--- src/rtl/pipe_stage_ctrl_if.sv ---
// Valid/ready handshake between producer, pipeline controller and consumer.
// master = the surrounding environment, slave = the controller.
interface pipe_stage_ctrl_if;
  logic in_valid;
  logic in_ready;
  logic out_valid;
  logic out_ready;

  modport master (output in_valid, output out_ready, input in_ready, input out_valid);
  modport slave  (input in_valid, input out_ready, output in_ready, output out_valid);
endinterface

--- src/rtl/pipe_stage_ctrl.sv ---
// Valid/ready sequencer for an N-stage dff datapath: per-stage load enables that
// collapse bubbles, plus flush, occupancy tracking and a saturating stall counter.

module pipe_stage_cell (
  input  logic clk,
  input  logic reset,
  input  logic flush,
  input  logic up_valid,
  input  logic rdy_dn,
  output logic rdy,
  output logic en,
  output logic v
);
  // A stage can take new data when it is empty or its contents move on this cycle.
  assign rdy = rdy_dn | ~v;
  assign en  = rdy & up_valid & ~flush & ~reset;

  always_ff @(posedge clk) begin
    if (reset || flush) v <= 1'b0;
    else if (rdy)       v <= up_valid;
  end
endmodule

module pipe_stage_ctrl #(
  parameter  int STAGES = 4,
  parameter  int CNT_W  = 16,
  localparam int OCC_W  = $clog2(STAGES + 1)
) (
  input  logic               clk,
  input  logic               reset,
  pipe_stage_ctrl_if.slave   hs,
  input  logic               flush,
  output logic [STAGES-1:0]  stage_en,
  output logic [OCC_W-1:0]   occupancy,
  output logic               full,
  output logic               empty,
  output logic [CNT_W-1:0]   stall_cnt
);
  logic [STAGES-1:0] vld;
  logic [STAGES:0]   vld_pipe;  // [0] is the upstream valid, [i+1] is stage i
  logic [STAGES:0]   rdy_x;     // [STAGES] is downstream ready, [i] is stage i
  logic              in_fire, out_fire;

  assign vld_pipe        = {vld, hs.in_valid};
  assign rdy_x[STAGES]   = hs.out_ready;

  for (genvar i = 0; i < STAGES; i++) begin : g_stage
    pipe_stage_cell u_cell (
      .clk      (clk),
      .reset    (reset),
      .flush    (flush),
      .up_valid (vld_pipe[i]),
      .rdy_dn   (rdy_x[i+1]),
      .rdy      (rdy_x[i]),
      .en       (stage_en[i]),
      .v        (vld[i])
    );
  end

  assign hs.in_ready  = rdy_x[0] & ~flush & ~reset;
  assign hs.out_valid = vld[STAGES-1] & ~flush & ~reset;
  assign in_fire      = hs.in_valid & hs.in_ready;
  assign out_fire     = hs.out_valid & hs.out_ready;

  always_ff @(posedge clk) begin
    if (reset || flush) occupancy <= '0;
    else begin
      case ({in_fire, out_fire})
        2'b10:   occupancy <= occupancy + OCC_W'(1);
        2'b01:   occupancy <= occupancy - OCC_W'(1);
        default: occupancy <= occupancy;
      endcase
    end
  end

  assign full  = (occupancy == OCC_W'(STAGES));
  assign empty = (occupancy == '0);

  // Flush suppresses counting but leaves the accumulated value intact.
  always_ff @(posedge clk) begin
    if (reset) stall_cnt <= '0;
    else if (vld[STAGES-1] && !hs.out_ready && !flush && !(&stall_cnt))
      stall_cnt <= stall_cnt + CNT_W'(1);
  end
endmodule
--- src/flat_wrapper.sv ---
// flat-port wrapper written by rule: the top's interface ports become plain ports
module pipe_stage_ctrl_flat 
#(
  parameter  int STAGES = 4,
  parameter  int CNT_W  = 16,
  localparam int OCC_W  = $clog2(STAGES + 1)
)
  (clk, reset, flush, stage_en, occupancy, full, empty, stall_cnt, hs_in_valid, hs_out_ready, hs_in_ready, hs_out_valid);
  pipe_stage_ctrl_if hs_i ();
  input  logic clk;
  input  logic reset;
  input  logic flush;
  output logic [STAGES-1:0] stage_en;
  output logic [OCC_W-1:0] occupancy;
  output logic full;
  output logic empty;
  output logic [CNT_W-1:0] stall_cnt;
  input wire logic [$bits(hs_i.in_valid)-1:0] hs_in_valid;
  input wire logic [$bits(hs_i.out_ready)-1:0] hs_out_ready;
  output wire logic [$bits(hs_i.in_ready)-1:0] hs_in_ready;
  output wire logic [$bits(hs_i.out_valid)-1:0] hs_out_valid;
  assign hs_i.in_valid = hs_in_valid;
  assign hs_i.out_ready = hs_out_ready;
  assign hs_in_ready = hs_i.in_ready;
  assign hs_out_valid = hs_i.out_valid;
  pipe_stage_ctrl #(.STAGES(STAGES), .CNT_W(CNT_W)) u_core (.clk(clk), .reset(reset), .hs(hs_i), .flush(flush), .stage_en(stage_en), .occupancy(occupancy), .full(full), .empty(empty), .stall_cnt(stall_cnt));
endmodule
--- config.mk ---
export PLATFORM = sky130hd
export DESIGN_NAME = pipe_stage_ctrl_flat
export DESIGN_NICKNAME = d
export VERILOG_FILES = /design/src/rtl/pipe_stage_ctrl_if.sv /design/src/rtl/pipe_stage_ctrl.sv /design/src/flat_wrapper.sv
export SDC_FILE = /design/constraint.sdc
export NUM_CORES = 1
export LEC_CHECK = 0
export BUFFER_PORTS_ARGS = -buffer_cell sky130_fd_sc_hd__clkbuf_2
export CAP_MARGIN = 40
export CORE_MARGIN = 3
export CORE_UTILIZATION = 50
export CTS_CLUSTER_SIZE = 28
export DETAILED_ROUTE_END_ITERATION = 8
export GPL_ROUTABILITY_DRIVEN = 1
export PLACE_DENSITY = 0.81
export SETUP_SLACK_MARGIN = 0.5
export SLEW_MARGIN = 20
export SYNTH_ARGS = -nofsm -noshare
export SYNTH_HDL_FRONTEND = slang
export SYNTH_SLANG_ARGS = --single-unit
--- constraint.sdc ---
create_clock -name clk -period 3.1 [get_ports clk]
set_input_delay 0.155 -clock clk [delete_from_list [all_inputs] [get_ports clk]]
set_output_delay 0.155 -clock clk [all_outputs]
set_load 0.05 [all_outputs]
==> summary.md <==
| Metric | Value |
|---|---|
| GR met2 Demand/Resource | 0.291 |
| Area leader, netlist | dfxtp_1 |
| Via Count | 1181 |
| Diode count | 0 |
| Clock root buffer | clkbuf_4 |
| Fin crit period | 2420 ps |
| Fill count | 202 |
| Max-cap viol count | 0 |
| Crit path kind | register to register |
| Slowest stage cell, crit path | dfxtp_1 |
| Post-route ant nets | 0 |
| DP HPWL | about 2000 um |
| Antenna violations before repair | 0 |
| DR iter-0 viols | 17 |
| Clock skew | around 5.3 ps |
| Area of the core | 2280 um2 |
| Sequential cell area | 460 um2 |
| Gr busiest metal | met2 |
| Synth area leaders | dfxtp_1 (38%), a21oi_1 (7.8%), nor2_1 (4.3%) |
| Worst-Margin Slew | 695 ps |
| CTS H-Tree Depth | 1 |
| Final hold vios | 0 |
| Avg Inst Size Synth | about 8.5 um2 |
| Total gr overflow | 0 |
| Post-DR vias/cell | 5.91 |
| Synth top area share | 0.376 |
| CTS tree | yes |
| Pre-CTS setup slack | 743 ps |
| Port bufs | 31 |
| Post-Synthesis Cells | 144 |
| Reg2reg setup slack | 680 ps |
| CTS sink cnt | 23 |
| Post-CTS Setup Inserts | 0 |
| RSZ-0062 raised after global routing | false |
| GR Layer Usage met1 | 0.226 |
| Syn_nets | roughly 150 |
| Hold path cells | 3 |
| Top FF cell, synth | dfxtp_1 |
| Critical Path RT | 3350 ps |
| Sequential power share | 0.639 |
| Final setup TNS | 0 ps |
| Final Net Count | around 180 |
| Commonest cells in the netlist | dfxtp_1 (23), a21oi_1 (19), nor2_1 (14) |
| Count of final max-slew check failures | 0 |
| Register area share after synthesis | 0.376 |
| Routed WL | 2640 um |
| Pin count of the biggest net entering global routing | 19 |
| Placer Congestion | 0.829 |
| Inst Count DP | roughly 200 |
| Routed wire length per instance | 13.2 um |
| Synth warn | 0 |
| Tcrit/Tclk final | 0.780 |
| Clock slew at reported path FFs | 130 ps |
| Fin worst setup slack | 681 ps |
| Setup-failing EPs final | 0 |
| Clock Path Buffers | 2 |
| Die height | 55.5 um |
| Crit-path cells | nor2b_1, and3_1, a21oi_2, nand2_1, ha_1, inv_1, fa_1, xor2_1, or3_1, a21oi_1 |
| Unique cell type count in the Yosys netlist | 36 |
| Share of cells above drive strength 1 | 0.250 |
| Max Clk Rate | a little over 400 MHz |
| CP Data Arrival Time | 2670 ps |
| Worst setup SP type | register |
| Cell leakage power | around 0.52 nW |
| Pwr/cell area | 336 nW/um2 |
| HP Class | input port to register |
| Worst Setup SP | u_core.g_stage[3].u_cell.v |
| Largest stage delay, worst path | 400 ps |
| P_sw | 0.113 mW |
| Core Rows | 17 |
| Clock share of power | 0.306 |
| Synth Cell Area | 1220 um2 |
| GRT Total Usage | 0.174 |
| Sw Ratio | 0.242 |
| Pre-Repair DR Iteration Count | 4 |
| CP endpoint kind | register |
| Post-synth EDFFs | 0 |
| Finished Layout Cells | 200 |
| IO Count | 32 |
| Slew margin rel. | 0.531 |
| CTS Hold Bufs | 0 |
| # DRC | 0 |
| Die area | 3080 um2 |
| Count leader, synth | dfxtp_1 |
| Multi-input gate area | 686 um2 |
| Vias in the first global route | just over 1000 |
| R2R depth | 10 |
| Synth async-reset ratio | 0 |
| Clock Latency Late Sink | 310 ps |
| Reg2Reg Launch Point | u_core.g_stage[3].u_cell.v |
| Outcome | finished clean |
| HP Start | hs_in_valid |
| Resized Gates After CTS | 0 |
| Die X | 55.5 um |
| Max VDD drop | between 0.0002 and 0.00025 V |
| Crit path max fanout | 5 |
| RR Endpoint | u_core.occupancy[2] |
| Initial Util | 0.538 |
| Cell internal pwr | 0.354 mW |
| TritonCTS Buffers | 3 |
| Met3 Resource Use GR | 0.0257 |
| P&R area growth vs syn | 13.4% |
| Comb power frac | 0.055 |
| Post-synthesis sequential element count | 23 |
| WHS Endpoint | u_core.g_stage[0].u_cell.v |
| First-pass GRT wire length | 4480 um |
[registers in the layout, summed over array words and instances (netlist names)]
signal and count:
u_core.stall_cnt 16, u_core.occupancy 3, u_core.g_stage.u_cell.v 4
[cell usage in the layout (no fill, tap or decap), types with 2 or more instances in the layout]
cell      count
clkbuf_2     31
dfxtp_1      23
a21oi_1      18
nor2_1       14
nand2_1       8
o21ai_0       7
or3_1         7
o31ai_1       7
nand3_1       6
or4_1         6
inv_1         5
xor2_1        4
and3_1        3
and2_1        3
nand4_1       3
clkbuf_4      3
nor3b_1       2
and4_1        2
ha_1          2
[worst max path at each step]
stage | end | slack, ps
after global routing | u_core.occupancy[2] | 510
after floorplan | u_core.occupancy[2] | 740
after global placement | u_core.occupancy[2] | 870
final | u_core.occupancy[2] | 680
after detailed placement | u_core.occupancy[2] | 740
after CTS | u_core.occupancy[2] | 690
[cells by family (layout without fill, tap and decap cells)]
kind of cell,count (synthesis),in the layout,synth area share
and+or+nand+nor,65,65,0.314
AOI/OAI and AO/OA,35,35,0.170
DFF,23,23,0.376
buffers and inverters,13,41,0.0674
xor gates and xnor gates,4,4,0.0286
adders and majority gates,3,3,0.0368
muxes,1,1,0.00817
[layout make-up]
cell class | instances | share of cell area
clock buffers | 4 | 0.0189
repair buffers | 32 | 0.117
inverters | 5 | 0.0135
flip-flops and latches | 23 | 0.332
multi-input cells | 108 | 0.494
well taps | 28 | 0.0252
[power groups by stage]
stage	clock (mW)	combinational (mW)	sequential, mW
final	0.143	0.0259	0.298
after global routing	0.156	0.0281	0.298
after CTS	0.147	0.0257	0.298
after detailed placement	0	0.0257	0.305
after global placement	0	0.0248	0.304
after floorplan	0	0.0200	0.306
[worst max-delay path: cells and delay by family, from the launching register on]
| kind | cells | cell delay (ps) |
|---|---|---|
| flip-flops | 1 | 400 |
| AND/OR/NAND/NOR | 4 | 960 |
| XOR/XNOR | 1 | 160 |
| AO/OA/AOI/OAI | 2 | 230 |
| adder cells (fa/ha/maj) | 2 | 550 |
| buffers and inverters | 1 | 60 |
[routing by layer]
layer	vias up	part of all wire
met2	36	0.47
met4	0	0.014
li1	587	-
met3	5	0.051
met5	-	0
met1	553	0.46
[metrics by stage]
| stage | hold WS, ps | power (mW) | area, um2 | utilization |
|---|---|---|---|---|
| floorplan | 272 | 0.325 | 1230 | - |
| global placement | 401 | 0.329 | 1360 | 0.599 |
| detailed placement | 409 | 0.330 | 1360 | 0.599 |
| CTS | 73.5 | 0.471 | 1390 | 0.610 |
| global route | 124 | 0.482 | 1390 | 0.610 |
| finish | 85.5 | 0.467 | 1390 | 0.610 |
No activity file was read; power rests on OpenSTA's default activity.
